**config.mk**
```make
export PLATFORM = sky130hd
export DESIGN_NAME = pipe_stage_ctrl
export DESIGN_NICKNAME = d
export VERILOG_FILES = /design/src/rtl/pipe_stage_ctrl.sv
export SDC_FILE = /design/constraint.sdc
export NUM_CORES = 1
export LEC_CHECK = 0
export CORE_AREA = 2 2 110 112
export DETAILED_ROUTE_END_ITERATION = 6
export DIE_AREA = 0 0 112 114
export PLACE_DENSITY = 0.8
export SLEW_MARGIN = 20
export SYNTH_ARGS = -nofsm -noshare
export SYNTH_HDL_FRONTEND = slang
export SYNTH_SLANG_ARGS = --single-unit
```
**constraint.sdc**
```tcl
create_clock -name clock -period 3.8 [get_ports clock]
set_clock_uncertainty 0.1 [all_clocks]
set_input_delay 0.76 -clock clock [delete_from_list [all_inputs] [get_ports clock]]
set_output_delay 0.76 -clock clock [all_outputs]
set_load 0.03 [all_outputs]
```
**src/rtl/pipe_stage_ctrl.sv**
```systemverilog
// rtl/pipe_stage_ctrl.sv - uniform pipeline register bank with hold/bubble/flush sequencing
// and a multicycle-op timer that freezes the younger stages while older ones drain.
module pipe_stage_ctrl #(
  parameter int NUM_STAGES = 4,
  parameter int WIDTH      = 32,
  parameter int MC_IDX     = 1,
  parameter int MC_LAT     = 4,
  parameter int IDXW       = 2
) (
  input  logic                        clock,
  input  logic                        reset,
  input  logic [WIDTH-1:0]            in_data,
  input  logic                        in_valid,
  output logic                        in_ready,
  input  logic [NUM_STAGES-1:0]       hold_req,
  input  logic                        flush_req,
  input  logic [IDXW-1:0]             flush_upto,
  input  logic                        mc_start,
  output logic                        mc_busy,
  output logic [NUM_STAGES*WIDTH-1:0] stage_data,
  output logic [NUM_STAGES-1:0]       stage_valid,
  output logic [NUM_STAGES-1:0]       freeze_out
);

  localparam int CNTW = (MC_LAT > 2) ? $clog2(MC_LAT) : 1;
  localparam logic [CNTW-1:0] CNT_LOAD = CNTW'(MC_LAT - 2);

  logic [WIDTH-1:0]      r_data [NUM_STAGES];
  logic [NUM_STAGES-1:0] r_valid;
  logic [CNTW-1:0]       r_cnt;
  logic                  r_mc_done;

  logic                  w_mc_go;
  logic                  w_mc_busy;
  logic [NUM_STAGES-1:0] w_freeze;
  logic [NUM_STAGES-1:0] w_kill;
  logic [NUM_STAGES-1:0] w_bubble;
  logic [NUM_STAGES-1:0] w_src_valid;
  logic [WIDTH-1:0]      w_src_data [NUM_STAGES];

  assign w_mc_go   = mc_start & r_valid[MC_IDX] & (r_cnt == '0) & ~r_mc_done;
  assign w_mc_busy = (r_cnt != '0) | w_mc_go;

  // A hold at stage k freezes every younger register; accumulate from the oldest end.
  always_comb begin
    logic w_acc;
    w_freeze = '0;
    w_kill   = '0;
    w_acc    = 1'b0;
    for (int j = NUM_STAGES - 1; j >= 0; j--) begin
      w_freeze[j] = w_acc | (w_mc_busy & (j <= MC_IDX));
      w_kill[j]   = flush_req & (j <= int'(flush_upto));
      w_acc       = w_acc | hold_req[j];
    end
  end

  always_comb begin
    w_bubble       = '0;
    w_src_valid    = '0;
    w_src_data[0]  = in_data;
    w_src_valid[0] = in_valid;
    for (int k = 1; k < NUM_STAGES; k++) begin
      w_bubble[k]    = w_freeze[k-1];
      w_src_data[k]  = r_data[k-1];
      w_src_valid[k] = r_valid[k-1];
    end
  end

  always_ff @(posedge clock) begin
    for (int k = 0; k < NUM_STAGES; k++) begin
      if (!reset || w_kill[k] || (!w_freeze[k] && w_bubble[k])) begin
        r_data[k]  <= '0;
        r_valid[k] <= 1'b0;
      end else if (!w_freeze[k]) begin
        r_data[k]  <= w_src_data[k];
        r_valid[k] <= w_src_valid[k];
      end
    end
  end

  // mc_done blocks a restart of the same op until register MC_IDX takes new content.
  always_ff @(posedge clock) begin
    if (!reset || w_kill[MC_IDX]) begin
      r_cnt     <= '0;
      r_mc_done <= 1'b0;
    end else if (w_mc_go) begin
      r_cnt     <= CNT_LOAD;
      r_mc_done <= (MC_LAT == 2);
    end else if (r_cnt != '0) begin
      r_cnt     <= r_cnt - CNTW'(1);
      r_mc_done <= (r_cnt == CNTW'(1));
    end else if (!w_freeze[MC_IDX]) begin
      r_mc_done <= 1'b0;
    end
  end

  always_comb begin
    stage_data = '0;
    for (int k = 0; k < NUM_STAGES; k++) begin
      stage_data[k*WIDTH +: WIDTH] = r_data[k];
    end
  end

  assign stage_valid = r_valid;
  assign freeze_out  = w_freeze;
  assign mc_busy     = w_mc_busy;
  assign in_ready    = ~w_freeze[0];

endmodule
```
### After elaboration in Yosys (flattened, before gate mapping)

Memories as Yosys holds them, arrays and structs flattened.
Index checks and enable logic that the tools add are counted.

| storage, ports and cells | value |
|---|---|
| register bits | 7 |
| bits in writable memories | 128 |
| bits of input ports | 43 |
| memories | 1 |

Memory list:

| name | words | width | rd ports | clocked after memory_dff | write ports | line | RTL |
|---|---|---|---|---|---|---|---|
| r_data | 4 | 32 | 4 | 0 | 4 | 28 | `logic [WIDTH-1:0] r_data [NUM_STAGES];` |

| operators by class | value |
|---|---|
| add/subtract/negate cells | 1 |
| order comparisons | 3 |
| equality and inequality tests | 2 |
| multiplexer cells | 26 |
| bitwise operators | 17 |
| reduce and logical (&&, ||, !) cells | 16 |

Operator list:

| kind | count |
|---|---|
| $mux 32 | 4 |
| $mux 1 | 20 |
| $or 1x1->1 | 9 |
| $logic_or 1x1->1 | 7 |
| $and 1x1->1 | 6 |
| $le 2x2->1 const A | 2 |
| $mux 2 | 2 |
| $reduce_bool 2->1 | 2 |
| $logic_not 1->1 | 3 |
| $eq 2x1->1 const B | 1 |
| $le 1x2->1 const A | 1 |
| $logic_and 1x1->1 | 2 |
| $logic_not 2->1 | 1 |
| $ne 2x1->1 const B | 1 |
| $not 1->1 | 2 |
| $reduce_or 2->1 | 1 |
| $sub 2x1->2 const B | 1 |

### Depth between registers and ports, before layout

| depth | value |
|---|---|
| word-level depth | 11 |
| depth in mapped cells | 6 |

### Worst setup path after synthesis

No wires, ideal clock.

| path | value |
|---|---|
| path type | input to register |
| start point | input port hold_req[3] |
| end point | memory r_data[0][0], enable pin |
| library setup time | 0.389 ns |
| arrival | 2.549 ns |
| required time | 3.311 ns |
| setup slack | 0.762 ns |
| stages on the path | 4 |
| cell sequence | or4_4 > or3_1 > buf_6 > or2b_1 |

RTL lines:

| what | line | RTL |
|---|---|---|
| from (decl) | 15 | `input logic [NUM_STAGES-1:0] hold_req,` |
| to (decl) | 28 |  |

### Final worst setup path

| path | value |
|---|---|
| start point | input port hold_req[3] |
| end point | output port freeze_out[0] |

| on the way | value |
|---|---|
| longest elaborated chain between the ends | 3 |

Ends and longest elaborated chain:

| what | line | RTL |
|---|---|---|
| $or 1x1->1 (2 in a row) | 53 | `w_acc = w_acc \| hold_req[j];` |
| $or 1x1->1 | 51 | `w_freeze[j] = w_acc \| (w_mc_busy & (j <= MC_IDX));` |
| to (decl) | 22 | `output logic [NUM_STAGES-1:0] freeze_out` |

No other way between the ends.

==> impl_summary.txt <==
----------------------------------------------------
[Critical path]
  Worst Setup Path Type ... in2out
  Total buffers and inverters traversed by the critical path ... 2
  Type of destination of the critical path ... primary output
  Most used cell along the critical path ... clkdlybuf4s50_1
  Worst reg-to-reg path cell count ... 5
  List of cells traversed by the critical path ... clkdlybuf4s50_1 -> or4_4 -> or3_2 -> clkdlybuf4s50_1
  Critical Path Fanout Max ... 5
  Required time of the worst setup path ... 2.94 ns
  Crit path depth ... 4
  Element type at the critical path start ... primary input
  Kind of cell with the highest combined delay on the critical path ... buffers and inverters
  Max stage delay on crit path ... 0.61 ns
  Arrival time worst endpoint ... 2.80 ns
  Slowest cell on crit path ... clkdlybuf4s50_1

[Placed design]
  Count of input and output buffers ... 178
  Estimated wirelength of the detail-placed design ... 8211 microns
  Final estimated routing congestion in global placement ... 0.9099
  Cell Count Post-Placement ... 667

[Synth]
  Post-Synthesis Mean Instance Area ... 14.42 sq um
  Cell type contributing the most total cell area after synthesis ... edfxtp_1
  Cells after synthesis ... 352
  Share of the synthesized area in the top cell type ... 56.78%
  Synth cell types ... 33
  Ys flop type ... edfxtp_1
  Post-Syn Nets ... 395
  Ys async rst share ... 0%
  Post-synthesis sequential area ratio ... 72.15%
  Top cells by instance count after synthesis ... and2_1 (97), edfxtp_1 (96), dfxtp_1 (39), inv_1 (34), nor3_2 (25)
  Register bit total from synthesis ... 135
  Cell with the most instances after synthesis ... and2_1
  Leading post-synthesis cells by cell area ... edfxtp_1 (57%), dfxtp_1 (15%), and2_1 (12%), nor3_2 (4.9%), inv_1 (2.5%)
  Syn. warnings ... 0
  Post-Synthesis Cell Area ... 0.005077 sq mm
  Number of enable flip-flop cells after synthesis ... 96

[Final layout]
  Total Nets Final ... 582
  Layout cell share with drive strength beyond 1 ... 13.22%
  Diode count ... 0
  Layout Area Growth over Synthesis ... 48.30%
  Final std cells w/o fill ... 699

[CTS]
  Clock-pin slew on the worst setup and hold paths ... 0.05 ns
  Post-CTS setup buffer count ... 0
  Root buffer cell ... clkbuf_16
  Cells resized by post-CTS repair ... 0
  Hold buffers post-CTS ... 0
  Clock tree from TritonCTS ... yes
  Clk_lat worst skew ... 0.41 ns
  Buffer depth of the longest clock path ... 2
  Number of sinks handled by clock tree synthesis ... 135
  CTS buffer count ... 17
  H-tree levels ... 4

[Min path]
  Worst Hold Path Cells ... 1
  Path class of the lowest-slack min-delay path ... reg2reg

[Die]
  Starting Density ... 43.35%
  Top Ports ... 181
  Horizontal die dimension ... 112 microns
  Height of the chip ... 114 microns
  Floorplan Core Area ... 0.01171 sq mm
  Die area ... 0.01277 sq mm
  Row Count ... 40

[Detailed routing]
  Number of detailed-routing iterations run before antenna repair ... 4
  Remaining antenna violation count after routing ... 0
  Number of DRC violations after detailed routing ... 0
  Via-to-Cell Ratio ... 4.572
  Count of vias placed by the detailed router ... 3196
  Drt wl/cell ... 15.72 microns
  Overall routed net length ... 10990 microns
  Detailed Route Iter0 Violations ... 214

[Global routing]
  Pin count of the biggest net entering global routing ... 37
  Total routing resource utilization after global routing ... 17.38%
  Vias in the first global route ... 3121
  Overflow left after global routing ... 0
  Met1 usage ... 20.55%
  Met2 routing resource usage after global routing ... 29.58%
  Wire length of the first global-routing pass ... 16990 microns
  Met3 track demand over resource in global routing ... 3.719%
  Initial antenna violation count ... 0
  GR peak layer ... met2

[Timing]
  Final worst-path cycle share ... 96.36%
  RSZ-0062 raised after global routing ... false
  Setup Viol. Count Final ... 0
  Final critical delay including setup and external delays ... 3.662 ns
  Highest clock frequency the design can meet ... 273.1 MHz
  Fin. max-slew vios ... 0
  Final Hold Vio Count ... 0
  Slew at the pin closest to its max-slew limit ... 0.9923 ns
  Summed negative setup slack over all endpoints ... 0 ns
  Max_slew headroom ... 33.61%

[Job]
  Max capacitance violation total ... 0

[Run status]
  Status ... completed

[Pwr]
  Worst VDD drop ... 0.0004099 V
  Total power per unit cell area ... 467.6 mW/mm^2
  Leakage ... 2.840 nW

----------------------------------------------------
==> routing by layer <==
metal | wire, microns | vias to the layer above
met3 | 476 | 28
met1 | 4341 | 1503
met2 | 5786 | 109
met4 | 382 | 0
li1 | - | 1556
met5 | 0 | -
==> registers in the layout, indices dropped and copies added, names as in the netlist <==
signal / cells
stage_valid: 4
r_mc_done: 1
r_data: 128
r_cnt: 2
==> through the flow <==
step | area [sq um] | total power (W) | setup slack [ns] | hold WS (ns) | utilization (%)
3_5_place_dp | 7000 | 0.002108 | 0.1340 | 0.3632 | 59.78
4_1_cts | 7530 | 0.003550 | 0.1336 | 0.3770 | 64.29
3_3_place_gp | 7000 | 0.002101 | 0.1635 | 0.3590 | 59.78
6_report | 7530 | 0.003521 | 0.1383 | 0.3738 | 64.29
2_1_floorplan | 5077 | 0.001907 | 0.7616 | 0.3811 | -
5_1_grt | 7530 | 0.003639 | 0.1182 | 0.3895 | 64.29
==> layout by cell type, fill, tap and decap left out, types with 2 or more instances in the layout <==
master             n
clkdlybuf4s50_1  177
and2_1            97
edfxtp_1          96
dfxtp_1           39
inv_1             34
nor3_2            26
clkbuf_16         18
buf_4              9
clkinv_2           7
nand2_1            5
nor3_1             5
clkbuf_1           4
nor2_1             3
nor3_4             3
a21oi_1            3
nand3_1            2
o21ai_0            2
nand4b_1           2
==> cell families after synthesis <==
family / synth area share (%)
simple gates: 21.27
flops: 72.15
buf+inv: 5.175
compound gates: 1.331
other cells: 0.07386
==> cell type report <==
| class | instances | area [sq um] |
|---|---|---|
| fill | 889 | 4182 |
| sequential | 135 | 3664 |
| timing repair buffer | 187 | 1859 |
| multi-input combinational | 164 | 1166 |
| clock buffer | 23 | 479.2 |
| tap | 147 | 183.9 |
| inverter | 34 | 127.6 |
| clock inverter | 9 | 50.05 |
==> where the power goes <==
| group | switching, W | internal (W) |
|---|---|---|
| Clock | 0.000564 | 0.000881 |
| Combinational | 0.000235 | 0.000164 |
| Sequential | 0.0000352 | 0.00164 |
| Total | 0.000834 | 0.00269 |
==> worst paths after layout <==
path | end | slack, ns | from
max reg2reg | r_data[0][20] | 1.20 | r_cnt[0]
max | freeze_out[0] | 0.14 | hold_req[3]
min reg2reg | r_data[1][56] | 0.37 | r_data[1][24]
min | r_data[1][56] | 0.37 | r_data[1][24]
No activity file was read; power rests on OpenSTA's default activity.
